## config.mk

```make
export PLATFORM = sky130hd
export DESIGN_NAME = cpu_boot_loader
export DESIGN_NICKNAME = d
export VERILOG_FILES = /design/src/rtl/boot_loader_pkg.sv /design/src/rtl/boot_write_port.sv /design/src/rtl/cpu_boot_loader.sv
export SDC_FILE = /design/constraint.sdc
export NUM_CORES = 1
export LEC_CHECK = 0
export ABC_AREA = 1
export CORE_MARGIN = 8
export CORE_UTILIZATION = 45
export CTS_BUF_LIST = sky130_fd_sc_hd__clkbuf_8
export DETAILED_ROUTE_END_ITERATION = 6
export GPL_ROUTABILITY_DRIVEN = 0
export PLACE_DENSITY = 0.73
export SYNTH_ARGS = -nofsm -noshare
export SYNTH_HDL_FRONTEND = slang
export SYNTH_HIERARCHICAL = 1
export SYNTH_SLANG_ARGS = --single-unit
```

## constraint.sdc

```tcl
create_clock -name clk -period 4.1 [get_ports clk]
set_input_delay 0.615 -clock clk [delete_from_list [all_inputs] [get_ports clk]]
set_output_delay 0.615 -clock clk [all_outputs]
set_load 0.02 [all_outputs]
```

## src/rtl/boot_loader_pkg.sv

```systemverilog
`default_nettype none
// ============================================================================
// boot_loader_pkg: shared state encoding, header layout and default memory
// geometry for the cpu boot loader.
// Revision: 1.0
// ============================================================================
package boot_loader_pkg;

  typedef enum logic [2:0] {
    IDLE   = 3'd0,
    HDR    = 3'd1,
    LOAD_I = 3'd2,
    LOAD_D = 3'd3,
    CHECK  = 3'd4,
    RUN    = 3'd5,
    DONE   = 3'd6,
    ERROR  = 3'd7
  } state_e;

  localparam int HDR_NI_LSB  = 0;
  localparam int HDR_ND_LSB  = 16;
  localparam int HDR_FIELD_W = 16;

  localparam int DEF_IMEM_AW    = 9;
  localparam int DEF_DMEM_AW    = 10;
  localparam int DEF_ADDR_SHIFT = 2;

endpackage
`default_nettype wire

```

## src/rtl/boot_write_port.sv

```systemverilog
`default_nettype none
// ============================================================================
// boot_write_port: word-index counter plus registered addr/wen/wdata for one
// external memory write port of the boot loader.
// Revision: 1.0
// ============================================================================
module boot_write_port
  import boot_loader_pkg::*;
#(
  parameter int AW         = DEF_IMEM_AW,
  parameter int ADDR_SHIFT = DEF_ADDR_SHIFT
) (
  input  logic                   clk,
  input  logic                   arst,
  input  logic                   clr_i,
  input  logic                   load_i,
  input  logic [HDR_FIELD_W-1:0] count_i,
  input  logic [31:0]            data_i,
  output logic                   last_o,
  output logic [31:0]            addr_o,
  output logic                   wen_o,
  output logic [31:0]            wdata_o
);

  // One spare bit so a full-capacity count never wraps the index.
  logic [AW:0]   idx_q, idx_d;
  logic [31:0]   addr_q;
  logic [31:0]   wdata_q;
  logic          wen_q;

  assign last_o = ((HDR_FIELD_W+1)'(idx_q) + (HDR_FIELD_W+1)'(1)) == {1'b0, count_i};

  always_comb begin
    idx_d = idx_q;
    if (clr_i || (load_i && last_o)) begin
      idx_d = '0;
    end else if (load_i) begin
      idx_d = idx_q + (AW+1)'(1);
    end
  end

  always_ff @(posedge clk or posedge arst) begin
    if (arst) begin
      idx_q   <= '0;
      addr_q  <= '0;
      wdata_q <= '0;
      wen_q   <= 1'b0;
    end else begin
      idx_q <= idx_d;
      wen_q <= load_i;
      if (load_i) begin
        addr_q  <= 32'(idx_q) << ADDR_SHIFT;
        wdata_q <= data_i;
      end
    end
  end

  assign addr_o  = addr_q;
  assign wen_o   = wen_q;
  assign wdata_o = wdata_q;

endmodule
`default_nettype wire

```

## src/rtl/cpu_boot_loader.sv

```systemverilog
`default_nettype none
// ============================================================================
// cpu_boot_loader: loads a streamed program and data image into the cpu
// memories, then enables the cpu for a bounded number of cycles.
// Option macro BOOT_LOADER_CHECKSUM_EN: trailing XOR check word before RUN.
// Revision: 1.0
// ============================================================================
module cpu_boot_loader
  import boot_loader_pkg::*;
#(
  parameter int IMEM_AW    = DEF_IMEM_AW,
  parameter int DMEM_AW    = DEF_DMEM_AW,
  parameter int ADDR_SHIFT = DEF_ADDR_SHIFT
) (
  input  logic        clk,
  input  logic        arst,
  input  logic        start,
  input  logic [31:0] run_cycles,
  input  logic        halt,
  input  logic        s_valid,
  input  logic [31:0] s_data,
  output logic        s_ready,
  output logic [31:0] imem_addr,
  output logic        imem_wen,
  output logic [31:0] imem_wdata,
  output logic [31:0] dmem_addr,
  output logic        dmem_wen,
  output logic [31:0] dmem_wdata,
  output logic        cpu_enable,
  output logic        busy,
  output logic        done,
  output logic        error,
  output logic [31:0] cycle_count
);

  localparam logic [HDR_FIELD_W:0] IMEM_CAP = (HDR_FIELD_W+1)'(1 << IMEM_AW);
  localparam logic [HDR_FIELD_W:0] DMEM_CAP = (HDR_FIELD_W+1)'(1 << DMEM_AW);
`ifdef BOOT_LOADER_CHECKSUM_EN
  localparam state_e LOAD_END = CHECK;
`else
  localparam state_e LOAD_END = RUN;
`endif

  state_e                 state_q, state_d;
  logic [HDR_FIELD_W-1:0] n_instr_q, n_data_q;
  logic [31:0]            cycle_count_q, cycle_count_d;
  logic                   cpu_enable_q;
  logic [HDR_FIELD_W-1:0] hdr_ni, hdr_nd;
  logic                   i_load, d_load, i_last, d_last, idx_clr;

  assign hdr_ni = s_data[HDR_NI_LSB +: HDR_FIELD_W];
  assign hdr_nd = s_data[HDR_ND_LSB +: HDR_FIELD_W];

`ifdef BOOT_LOADER_CHECKSUM_EN
  logic [31:0] xsum_q;

  always_ff @(posedge clk or posedge arst) begin
    if (arst) begin
      xsum_q <= '0;
    end else if (state_q == HDR) begin
      xsum_q <= '0;
    end else if (i_load || d_load) begin
      xsum_q <= xsum_q ^ s_data;
    end
  end
`endif

  always_comb begin
    state_d       = state_q;
    s_ready       = 1'b0;
    cycle_count_d = cycle_count_q;
    case (state_q)
      IDLE: if (start) state_d = HDR;
      HDR: begin
        s_ready = 1'b1;
        if (s_valid) begin
          if (({1'b0, hdr_ni} > IMEM_CAP) || ({1'b0, hdr_nd} > DMEM_CAP)) state_d = ERROR;
          else if (hdr_ni != '0) state_d = LOAD_I;
          else if (hdr_nd != '0) state_d = LOAD_D;
          else                   state_d = LOAD_END;
        end
      end
      LOAD_I: begin
        s_ready = 1'b1;
        if (s_valid && i_last) state_d = (n_data_q != '0) ? LOAD_D : LOAD_END;
      end
      LOAD_D: begin
        s_ready = 1'b1;
        if (s_valid && d_last) state_d = LOAD_END;
      end
`ifdef BOOT_LOADER_CHECKSUM_EN
      CHECK: begin
        s_ready = 1'b1;
        if (s_valid) state_d = (s_data == xsum_q) ? RUN : ERROR;
      end
`endif
      RUN: begin
        if (halt)                                                    state_d = DONE;
        else if ((run_cycles != '0) && (cycle_count_q == run_cycles)) state_d = DONE;
        else                                                         cycle_count_d = cycle_count_q + 32'd1;
      end
      DONE, ERROR: begin
        if (start) begin
          state_d       = HDR;
          cycle_count_d = '0;
        end
      end
      default: state_d = IDLE;
    endcase
  end

  // Enable is set only while RUN persists, so it trails RUN entry by a cycle
  // and drops on the same edge that enters DONE.
  always_ff @(posedge clk or posedge arst) begin
    if (arst) begin
      state_q       <= IDLE;
      n_instr_q     <= '0;
      n_data_q      <= '0;
      cycle_count_q <= '0;
      cpu_enable_q  <= 1'b0;
    end else begin
      state_q       <= state_d;
      cycle_count_q <= cycle_count_d;
      cpu_enable_q  <= (state_q == RUN) && (state_d == RUN);
      if ((state_q == HDR) && s_valid) begin
        n_instr_q <= hdr_ni;
        n_data_q  <= hdr_nd;
      end
    end
  end

  assign i_load  = (state_q == LOAD_I) && s_valid;
  assign d_load  = (state_q == LOAD_D) && s_valid;
  assign idx_clr = (state_q == HDR);

  boot_write_port #(.AW(IMEM_AW), .ADDR_SHIFT(ADDR_SHIFT)) u_imem_port (
    .clk     (clk),
    .arst    (arst),
    .clr_i   (idx_clr),
    .load_i  (i_load),
    .count_i (n_instr_q),
    .data_i  (s_data),
    .last_o  (i_last),
    .addr_o  (imem_addr),
    .wen_o   (imem_wen),
    .wdata_o (imem_wdata)
  );

  boot_write_port #(.AW(DMEM_AW), .ADDR_SHIFT(ADDR_SHIFT)) u_dmem_port (
    .clk     (clk),
    .arst    (arst),
    .clr_i   (idx_clr),
    .load_i  (d_load),
    .count_i (n_data_q),
    .data_i  (s_data),
    .last_o  (d_last),
    .addr_o  (dmem_addr),
    .wen_o   (dmem_wen),
    .wdata_o (dmem_wdata)
  );

  assign cpu_enable  = cpu_enable_q;
  assign cycle_count = cycle_count_q;
  assign busy        = !((state_q == IDLE) || (state_q == DONE) || (state_q == ERROR));
  assign done        = (state_q == DONE);
  assign error       = (state_q == ERROR);

endmodule
`default_nettype wire

```

Word level (Yosys, flattened, before mapping)
Index checks and enable logic that the tools add are counted.
{"block": "op_classes", "n_bitwise": 0, "n_lt_le_gt_ge": 2, "n_div": 0, "n_mul": 0, "mux": 20, "shift": 0, "addsub": 5, "n_eq_ne": 13, "reduce_logical": 27}
{"cell": "32-bit two-way mux", "n": 3}
{"cell": "32-bit case mux with 2 select lines", "n": 1}
{"cell": "16-bit nonzero test", "n": 3}
{"cell": "17-bit by 16-bit equality test with 1-bit output", "n": 2}
{"cell": "32-bit by 1-bit adder with 32-bit output, second input constant", "n": 1}
{"cell": "32-bit equality test", "n": 1}
{"cell": "32-bit nonzero test", "n": 1}
{"cell": "3-bit two-way mux", "n": 10}
{"cell": "11-bit two-way mux", "n": 2}
{"cell": "10-bit two-way mux", "n": 2}
{"cell": "16-bit by 10-bit greater-than comparator with 1-bit output, second input constant", "n": 1}
{"cell": "16-bit by 11-bit greater-than comparator with 1-bit output, second input constant", "n": 1}
{"cell": "3-bit case mux with 5 select lines", "n": 1}
{"cell": "11-bit by 1-bit adder with 12-bit output, second input constant", "n": 1}
{"cell": "3-bit equality test, second input constant", "n": 4}
{"cell": "10-bit by 1-bit adder with 11-bit output, second input constant", "n": 1}
{"cell": "11-bit by 1-bit adder with 11-bit output, second input constant", "n": 1}
{"cell": "10-bit by 1-bit adder with 10-bit output, second input constant", "n": 1}
{"cell": "1-bit logical AND", "n": 9}
{"cell": "3-bit by 2-bit equality test with 1-bit output, second input constant", "n": 2}
{"cell": "2-bit inequality test, second input constant", "n": 3}
{"cell": "2-bit nonzero test", "n": 3}
{"cell": "3-bit OR reduction", "n": 2}
{"cell": "1-bit logical OR", "n": 5}
{"cell": "other kinds (6)", "n": 6}
{"block": "totals", "register_bits": 176, "memories": 0, "inputBits": 69, "rom_bits": 0, "latch_bits": 0, "ramBits": 0}

Longest topological paths before layout
Gate-level depths: netlist of run 1.
{"block": "logic_depth", "ltp_word": 8, "depth_mapped": 17}

By module
Netlist of run 1, hierarchy kept.
{"module": "cpu_boot_loader", "area_per_inst_um2": 5228.8, "n_inst": 1, "seq_area_each_um2": 1701.6, "cells_per_inst": 859}
{"module": "boot_write_port at u_dmem_port", "area_per_inst_um2": 2815.2, "n_inst": 1, "seq_area_each_um2": 1376.3, "cells_per_inst": 363}
{"module": "boot_write_port at u_imem_port", "area_per_inst_um2": 2670.1, "n_inst": 1, "seq_area_each_um2": 1326.3, "cells_per_inst": 346}

Worst setup path before layout of run 1
OpenSTA, ideal clock, no wires.
{"block": "synth_path", "path_kind": "reg2reg", "from": "register u_imem_port.idx_q[0]", "to": "register state_q[1]", "stages_incl_launch_ff": 16, "period_less_slack_ns": 1.972, "setup_time_ns": 0.130, "slack_ns": 2.128, "required_time_ns": 3.970, "arrival_ns": 1.841, "n_path_buf": 0, "path_cell_list": "dfrtp_1 ha_1 nand2_2 nand2_1 nand2_1 nand2_1 nor2_1 nand3_1 nor2_1 nand4_2 inv_1 nand2_1 nor3_1 nand3_1 nand2_1 nand4_1"}
{"block": "synth_via", "elab_chain_cells": 5}
{"element": "start, declared", "line_no": "boot_write_port.sv:26", "source": "logic [AW:0] idx_q, idx_d;"}
{"element": "start signal, assigned", "line_no": "boot_write_port.sv:49", "source": "idx_q <= idx_d;"}
{"element": "10-bit by 1-bit adder with 11-bit output", "line_no": "boot_write_port.sv:31", "source": "assign last_o = ((HDR_FIELD_W+1)'(idx_q) + (HDR_FIELD_W+1)'(1)) == {1'b0, count_i};"}
{"element": "17-bit by 16-bit equality test with 1-bit output", "line_no": "boot_write_port.sv:31"}
{"element": "net i_last", "line_no": "cpu_boot_loader.sv:49", "source": "logic i_load, d_load, i_last, d_last, idx_clr;"}
{"element": "1-bit logical AND", "line_no": "cpu_boot_loader.sv:85", "source": "if (s_valid && i_last) state_d = (n_data_q != '0) ? LOAD_D : LOAD_END;"}
{"element": "3-bit two-way mux", "line_no": "cpu_boot_loader.sv:85"}
{"element": "3-bit case mux with 5 select lines", "line_no": "cpu_boot_loader.sv:72", "source": "case (state_q)"}
{"element": "net state_d[1]", "line_no": "cpu_boot_loader.sv:44", "source": "state_e state_q, state_d;"}
{"element": "end signal, assigned", "line_no": "cpu_boot_loader.sv:122", "source": "state_q <= state_d;"}
{"element": "end, declared", "line_no": "cpu_boot_loader.sv:44"}
The timed path passes the listed nets, and every way through them passes these cells.
A chain may end at the register's enable or synchronous reset.

Worst setup path after layout of run 1
{"block": "layout_path", "from": "register state_q[1]", "to": "output busy"}
{"block": "layout_via", "elab_chain_cells": 4, "word_cells_on_any_way": 6}
{"element": "3-bit equality test or 3-bit zero test (tied branches)", "line_no": "cpu_boot_loader.sv:164", "source": "assign busy = !((state_q == IDLE) || (state_q == DONE) || (state_q == ERROR));"}
{"element": "1-bit logical OR", "line_no": "cpu_boot_loader.sv:164"}
{"element": "1-bit logical OR (*)", "line_no": "cpu_boot_loader.sv:164"}
{"element": "1-bit zero test (*)", "line_no": "cpu_boot_loader.sv:164"}
{"element": "end, declared", "line_no": "cpu_boot_loader.sv:30", "source": "output logic busy,"}
Mark *: on every way between the ends. The rest lies on a longest branch, timed or not.

==> metrics, run 1 <==
pwr/cell area 538 mW/mm2; Pleak 6.39 nW; # IOs 236; Metal-1 WL 14.5 mm; drc violations 0; Setup WS post-layout 1310 ps; met2 WL 14.6 mm; Post-Synthesis Cells 1568; Yosys reg bits 176; Netlist Area Pre-Place 0.0107 mm2; Max Used Layer met4; worst path arrival time 2170 ps; initial antenna violation count 0; kind of critical path reg2out; Clock Sinks 176; CP Launch Type register; proportion of layout cells with a drive suffix above 1 0.0674; routed vias 10400; CTS Hold Bufs 0; vias in the first global route 9808; crit end category primary output; CP peak stage delay 600 ps; Worst-Margin Slew 965 ps; unrepaired setup endpoints after global routing false; Max IR drop VDD 348 uV; CTS root buf clkbuf_8; first-pass GRT wire length 52.1 mm; clk slew on worst S/H paths 100 ps; htree depth 4; outcome completed; final net count 1811; gr usage total 0.225; post-CTS setup buffers 0; Fin. Hold Viols 0; Yosys warning total 6; Seq/Total Area, Yosys 0.411; dpl ws 1120 ps; DRT iter0 DRCs 998; GRT Residual Overflow 0; synth top area cells dfrtp_1 41%, nand2_1 23%, inv_1 5.8%, nor2_1 5.6%, nand3_1 3.5%; detailed placement HPWL 24.7 mm; Tcrit/Tclk final 0.680; Rows 56; Synth area leader dfrtp_1; Die X-Extent 170 um; initial core utilization 0.458; Post-DRT Antenna Nets 0; synth unique cells 38; buffers added on ports 192; Min-Delay Path Class reg2reg; Avg Cell Area, Syn 6.83 um2; Worst Path Required 3480 ps; Clock Skew 26.2 ps; fill count 2259; worst path cell trace inv_1 -> a21oi_1 -> a21oi_1 -> inv_1 -> clkdlybuf4s50_1; met3 WL 3.07 mm; CTS tree built; achievable frequency 359 MHz; setup TNS 0 ps; critical path's slowest cell clkdlybuf4s50_1; TritonCTS buffer count 17; DIE AREA 0.0290 mm2; Max Cap Violations 0; total routed wirelength 32.7 mm; worst skew pair latency 490 ps; largest net degree at the start of global routing 46; DR vias/cell 5.04; crit path time final 2790 ps; Die Ht 170 um; Slew Viols, Final 0; P&R area growth vs syn 21.8%; drt pass-1 iters 5; worst-path maximum fanout 5; CORE AREA 0.0234 mm2; Wirelength per Cell 15.8 um; Slew headroom 0.356; Final setup viols 0; top cell type's share of synthesized area 0.411; post-cts resize count 0; most common cell after layout, fill and taps aside nand2_1; n_diodes 0; commonest cells after routing, fill and taps aside 650 x nand2_1, 192 x clkdlybuf4s50_1, 176 x dfrtp_1; Max clock buf depth 2
[critical path: cells and delay by family (launching register included)]
family | cells | cell delay [ps]
compound gates | 2 | 460
buf+inv | 3 | 810
flops | 1 | 440
[registers in the layout (all words and copies together) (netlist names)]
register / flops
cycle_count: 32
u_dmem_port/wdata_o: 32
u_imem_port/wdata_o: 32
n_data_q: 16
n_instr_q: 16
u_dmem_port/addr_o: 11
u_dmem_port/idx_q: 11
u_imem_port/addr_o: 10
u_imem_port/idx_q: 10
state_q: 3
cpu_enable: 1
u_dmem_port/wen_o: 1
u_imem_port/wen_o: 1
[per-layer routing]
| layer | vias to the layer above | track usage |
|---|---|---|
| met5 | - | 0 |
| met4 | 0 | 0.0683 |
| met3 | 40 | 0.0549 |
| met2 | 451 | 0.346 |
| met1 | 4857 | 0.310 |
| li1 | 5086 | - |
[kinds of logic after synthesis]
kind of cell | count (synthesis) | share of synthesized area
other cells | 2 | 0.000701
fa+ha+maj | 3 | 0.00350
xor+xnor | 33 | 0.0270
compound gates | 78 | 0.0427
simple gates | 1005 | 0.398
flops | 176 | 0.411
buf+inv | 271 | 0.117
[cells in the mapped netlist]
master / number
a21oi_1: 6
nor3_1: 19
inv_2: 9
clkbuf_4: 2
ha_1: 3
nor3_4: 1
nand2_1: 650
nand3b_1: 12
nand2_2: 13
nand2_8: 1
o21ai_0: 41
xor2_1: 25
buf_4: 47
clkinv_2: 1
a21oi_2: 2
nor4_1: 3
nand3_1: 75
nor2_4: 4
inv_1: 165
nand3_4: 1
nor2_1: 159
o21ai_1: 14
nor2_2: 11
o22ai_2: 1
nand3_2: 7
buf_6: 6
clkbuf_1: 29
or2_2: 1
clkinv_1: 3
xnor2_1: 8
conb_1: 2
nor3b_1: 1
nand4_2: 1
o21ai_2: 14
nand2_4: 2
dfrtp_1: 176
buf_2: 9
nand4_1: 44
[layout make-up]
cell class,count,area (um2),share of cell area
multi-input cells,1162,5210,0.399
flip-flops and latches,176,4400,0.337
clock inverters,15,126,0.00968
inverters,178,669,0.0513
well taps,319,399,0.0306
clock buffers,17,234,0.0179
repair buffers,204,2010,0.154
[worst paths after layout]
check,slack (ps),start,to,cells past startpoint
hold / removal,480,u_imem_port/wdata_o[26],u_imem_port/wdata_o[26],2
max in group asynchronous,2560,arst,cycle_count[26],3
hold reg to reg,480,u_imem_port/wdata_o[26],u_imem_port/wdata_o[26],2
min in group asynchronous,680,arst,u_imem_port/wdata_o[24],2
setup / recovery,1310,state_q[1],busy,5
setup reg to reg,1600,cycle_count[0],cycle_count[0],11
[where the power goes]
group	switching, W	internal, W
sequential	0.000447	0.00228
clock	0.000709	0.000440
combinational	0.00194	0.00121
[through the flow]
stage | hold slack, ps | cells | total power [W] | area (um2) | utilization
finish | 477 | 2071 | 0.00702 | 13100 | 0.558
global route | 496 | 2071 | 0.00749 | 13100 | 0.558
CTS | 479 | 2071 | 0.00705 | 13100 | 0.558
detailed placement | 457 | 2039 | 0.00589 | 12700 | 0.542
global placement | 454 | 2039 | 0.00582 | 12700 | 0.542
floorplan | 459 | 1609 | 0.00454 | 10900 | -
No activity file was read; power rests on OpenSTA's default activity.
==> run 2: changes to the inputs <==
--- a/config.mk
+++ b/config.mk
@@ -11,7 +11,7 @@
 export CTS_BUF_LIST = sky130_fd_sc_hd__clkbuf_8
 export DETAILED_ROUTE_END_ITERATION = 6
 export GPL_ROUTABILITY_DRIVEN = 0
-export PLACE_DENSITY = 0.73
+export PLACE_DENSITY = 0.76
 export SYNTH_ARGS = -nofsm -noshare
 export SYNTH_HDL_FRONTEND = slang
 export SYNTH_HIERARCHICAL = 1
==> constraint.sdc (replaced) <==
create_clock -name clk -period 2.5 [get_ports clk]
set_input_delay 0.375 -clock clk [delete_from_list [all_inputs] [get_ports clk]]
set_output_delay 0.375 -clock clk [all_outputs]
set_load 0.02 [all_outputs]
==> metrics, run 2 (synthesized netlist as in run 1, its figures left out) <==
outcome finished, violations left; Pleak 6.50 nW (+1.8%); Clock Skew 10.7 ps (-15.5 ps); P&R area growth vs syn 24.1%; kind of critical path reg2out; drt pass-1 iters 7 (+2); worst-path maximum fanout 5 (unchanged); gr usage total 0.224 (-0.00164); Tcrit/Tclk final 0.918; pwr/cell area 895 mW/mm2 (+66%); Fin. Hold Viols 0 (unchanged); CTS Hold Bufs 0 (unchanged); detailed placement HPWL 24.7 mm (-0.13%); most common cell after layout, fill and taps aside nand2_1; CP Launch Type register; DP Cell Count 2050 (+0.54%); proportion of layout cells with a drive suffix above 1 0.0754 (+0.00809); Clock Sinks 176 (unchanged); Worst-Margin Slew 954 ps (-11.2 ps); Worst Path Required 2120 ps (-1360 ps); Slew Viols, Final 0 (unchanged); Max Cap Violations 0 (unchanged); drc violations 2 (+2); initial core utilization 0.458 (unchanged); worst skew pair latency 470 ps (-20 ps); crit end category primary output; worst path arrival time 1920 ps (-250 ps); post-cts resize count 2 (+2); post-CTS setup buffers 0 (unchanged); DIE AREA 0.0290 mm2 (unchanged); Min-Delay Path Class in2async; clk slew on worst S/H paths 100 ps (about the same); first-pass GRT wire length 51.8 mm (-0.45%); Rows 56 (unchanged); initial antenna violation count 1 (+1); TritonCTS buffer count 17 (unchanged); Final setup viols 0 (unchanged); Wirelength per Cell 15.7 um (-0.73%); routed vias 10400 (-0.27%); Die X-Extent 170 um (unchanged); # IOs 236 (unchanged); Max IR drop VDD 543 uV (+56%); CORE AREA 0.0234 mm2 (unchanged); vias in the first global route 9766 (-0.43%); fin area 0.0133 mm2 (+1.8%); achievable frequency 436 MHz; unrepaired setup endpoints after global routing false; Slew headroom 0.363 (+0.00773); largest net degree at the start of global routing 48 (+4.3%); GRT Residual Overflow 0 (unchanged); htree depth 4 (unchanged); CTS tree built; setup TNS 0 ps (unchanged); DRT iter0 DRCs 1183 (+19%); flop-to-flop setup slack 210 ps (-1390 ps); Die Ht 170 um (unchanged); DR vias/cell 5.00 (-0.84%); Post-DRT Antenna Nets 0 (unchanged); total routed wirelength 32.7 mm (-0.15%); CTS root buf clkbuf_8; crit path time final 2290 ps; failing checks design-rule violations; buffers added on ports 192 (unchanged); non-filler cells, final 2083 (+0.58%); final net count 1822 (+0.61%); commonest cells after routing, fill and taps aside 650 x nand2_1, 190 x clkdlybuf4s50_1, 175 x dfrtp_1; Max clock buf depth 2 (unchanged); post-place instance area 0.0129 mm2 (+1.2%)
## run 2: worst paths after layout
kind,end,start,cells past startpoint
setup / recovery,s_ready,state_q[1],3
hold / removal,u_dmem_port/wdata_o[5],arst,2
setup reg to reg,state_q[1],u_imem_port/idx_q[0],14
hold reg to reg,u_imem_port/wdata_o[15],u_imem_port/wdata_o[15],2
max in group asynchronous,cycle_count[31],arst,3
min in group clk,u_imem_port/wdata_o[15],u_imem_port/wdata_o[15],2
## run 2: routing by layer
metal / share of wire / vias up / global-route usage
met3: 0.098 / 32 / 0.0549
met4: 0.015 / 0 / 0.0542
met1: 0.44 / 4794 / 0.309
met5: 0 / - / 0
li1: - / 5107 / -
met2: 0.45 / 473 / 0.347
## run 2: where the power goes
part           switching (W)  internal, W
logic                0.00325      0.00206
registers           0.000684      0.00374
clock network        0.00113      0.00102
## run 2: final cells by class
type / instances / area, um2
well taps: 319 / 399
clock buffers: 17 / 234
diodes: 1 / 2.50
fillers: 2206 / 10100
clock inverters: 15 / 196
inverters: 178 / 669
multi-input cells: 1162 / 5220
flip-flops and latches: 176 / 4410
repair buffers: 215 / 2170
## run 2: worst max-delay path, cell delays in order (launching register included)
cell	delay (ps)
dfrtp_1	430
inv_1	130
a21oi_2	240
clkdlybuf4s50_1	650
## run 2: stage by stage
stage | util | total power [W] | worst slack [ps] | hold slack (ps)
after global placement | 0.549 | 0.00961 | 273 | 452
after floorplan | - | 0.00744 | 413 | 459
after detailed placement | 0.549 | 0.00974 | 188 | 457
final | 0.568 | 0.0119 | 206 | 278
after global routing | 0.568 | 0.0126 | 1.74 | 289
after CTS | 0.568 | 0.0119 | 27.8 | 261
==> run 3: changes to the inputs <==
--- a/config.mk
+++ b/config.mk
@@ -6,12 +6,13 @@
 export NUM_CORES = 1
 export LEC_CHECK = 0
 export ABC_AREA = 1
+export CAP_MARGIN = 20
 export CORE_MARGIN = 8
-export CORE_UTILIZATION = 45
+export CORE_UTILIZATION = 30
 export CTS_BUF_LIST = sky130_fd_sc_hd__clkbuf_8
 export DETAILED_ROUTE_END_ITERATION = 6
 export GPL_ROUTABILITY_DRIVEN = 0
-export PLACE_DENSITY = 0.76
+export PLACE_DENSITY = 0.55
 export SYNTH_ARGS = -nofsm -noshare
 export SYNTH_HDL_FRONTEND = slang
 export SYNTH_HIERARCHICAL = 1
==> metrics, run 3 (synthesized netlist as in run 1, its figures left out) <==
largest net degree at the start of global routing 53 (+10%); GRT Residual Overflow 0 (unchanged); clk slew on worst S/H paths 90 ps (about the same); Max clock buf depth 2 (unchanged); CTS tree built; fin area 0.0135 mm2 (+1.2%); buffers added on ports 192 (unchanged); Pleak 6.50 nW (about the same); Die X-Extent 205 um (+20%); outcome completed; Slew Viols, Final 0 (unchanged); routed vias 10200 (-2.4%); final net count 1828 (+0.33%); Fin. Hold Viols 0 (unchanged); worst skew pair latency 470 ps (about the same); hold slack 270 ps (-8.49 ps); CTS root buf clkbuf_8; worst-path maximum fanout 6 (+1); initial core utilization 0.303 (-0.155); htree depth 4 (unchanged); achievable frequency 437 MHz (+0.30%); n_diodes 0 (-1); Tcrit/Tclk final 0.915 (-0.00275); Multi-input gate area 0.00521 mm2 (-0.12%); CORE AREA 0.0354 mm2 (+51%); Worst Path Required 2900 ps (+780 ps); Worst-Margin Slew 962 ps (+8.46 ps); detailed placement HPWL 27.5 mm (+12%); gr usage total 0.171 (-0.0531); Max IR drop VDD 483 uV (-11%); Final setup viols 0 (unchanged); first-pass GRT wire length 57.3 mm (+10%); commonest cells after routing, fill and taps aside 650 x nand2_1, 191 x clkdlybuf4s50_1, 173 x dfrtp_1; CP Launch Type register; drc violations 0 (-2); Min-Delay Path Class in2async; crit end category register; Wirelength per Cell 16.1 um (+2.9%); Clock Sinks 176 (unchanged); vias in the first global route 10000 (+2.5%); TritonCTS buffer count 17 (unchanged); kind of critical path reg2reg; Clock Skew 15.6 ps (+4.84 ps); fill count 3843 (+74%); DIE AREA 0.0420 mm2 (+45%); DR vias/cell 4.55 (-8.8%); worst path arrival time 2690 ps (+770 ps); initial antenna violation count 0 (-1); proportion of layout cells with a drive suffix above 1 0.0775 (+0.00205); Register Area 0.00441 mm2 (about the same); P&R area growth vs syn 25.6%; Slew headroom 0.358 (-0.00564); pwr/cell area 876 mW/mm2 (-2.1%); Max Cap Violations 0 (unchanged); Die Ht 205 um (+20%); Rows 69 (+23%); total routed wirelength 36.0 mm (+10%); most common cell after layout, fill and taps aside nand2_1; crit path time final 2290 ps (-6.86 ps); DRT iter0 DRCs 642 (-46%); drt pass-1 iters 5 (-2); Post-DRT Antenna Nets 0 (unchanged); post-place instance area 0.0130 mm2 (+1.5%); # IOs 236 (unchanged)
## run 3: cell count changes in the layout (fill, tap and decap cells not counted), moves of 3 or more
cell / change
buf_4: +8
inv_8: -3
inv_6: -4
clkinv_2: +3
## run 3: final timing paths
path,slack [ps],cells after the start,to,startpoint
worst max-delay path,210,17,state_q[2],u_imem_port/idx_q[0]
worst min-delay path,270,2,u_dmem_port/wdata_o[6],arst
worst max register to register,210,17,state_q[2],u_imem_port/idx_q[0]
worst min register to register,470,2,u_imem_port/wdata_o[10],u_imem_port/wdata_o[10]
max in group asynchronous,1540,3,cycle_count[17],arst
min in group clk,470,2,u_imem_port/wdata_o[10],u_imem_port/wdata_o[10]
## run 3: cell type report
class | instances | share of cell area
Sequential cell | 176 | 0.328
Inverter | 178 | 0.0497
Clock inverter | 14 | 0.0124
Multi-Input combinational cell | 1162 | 0.387
Timing Repair Buffer | 221 | 0.163
Tap cell | 461 | 0.0429
Clock buffer | 17 | 0.0174
## run 3: stage by stage
stage	worst slack (ps)	setup TNS [ps]	total power (W)	std cells	utilization
floorplan	413	0	0.00744	1609	-
global placement	136	0	0.00972	2197	0.368
detailed placement	86.1	0	0.00979	2197	0.368
CTS	76.7	0	0.0119	2228	0.380
global route	-0.0320	-0.0320	0.0126	2229	0.380
finish	213	0	0.0118	2229	0.380
## run 3: what timing repair did
action / CTS / global route
hold buffers: 0 / 0
hold endpoints to repair: 0 / 0
gates resized for setup: 0 / 4
setup buffers: 0 / 1
setup endpoints to repair: 0 / 3
## run 3: worst max-delay path, cell delays in order (launching register included)
cell	delay [ps]
dfrtp_2	460
ha_1	340
inv_1	80
nand2_1	60
nand2_1	40
nor2_1	80
nand2_1	100
nor2_1	100
nand3_1	70
nor2_1	110
nand4_2	100
inv_1	100
nand2_1	50
nor3_1	140
nand3_1	130
nor2_1	140
nor4_1	70
nand2_1	50
## run 3: power breakdown
group	internal (W)	switching (W)	total [W]	leakage (nW)
Clock	0.000980	0.00111	0.00209	0.194
Sequential	0.00375	0.000695	0.00444	2.30
Combinational	0.00203	0.00323	0.00526	4.01
## run 3: per-layer routing
metal | vias to the layer above | GRT usage | wire, um
li1 | 5119 | - | -
met1 | 4757 | 0.245 | 17300
met2 | 253 | 0.266 | 16400
met3 | 23 | 0.0259 | 1860
met4 | 0 | 0.0406 | 487
met5 | - | 0 | 0
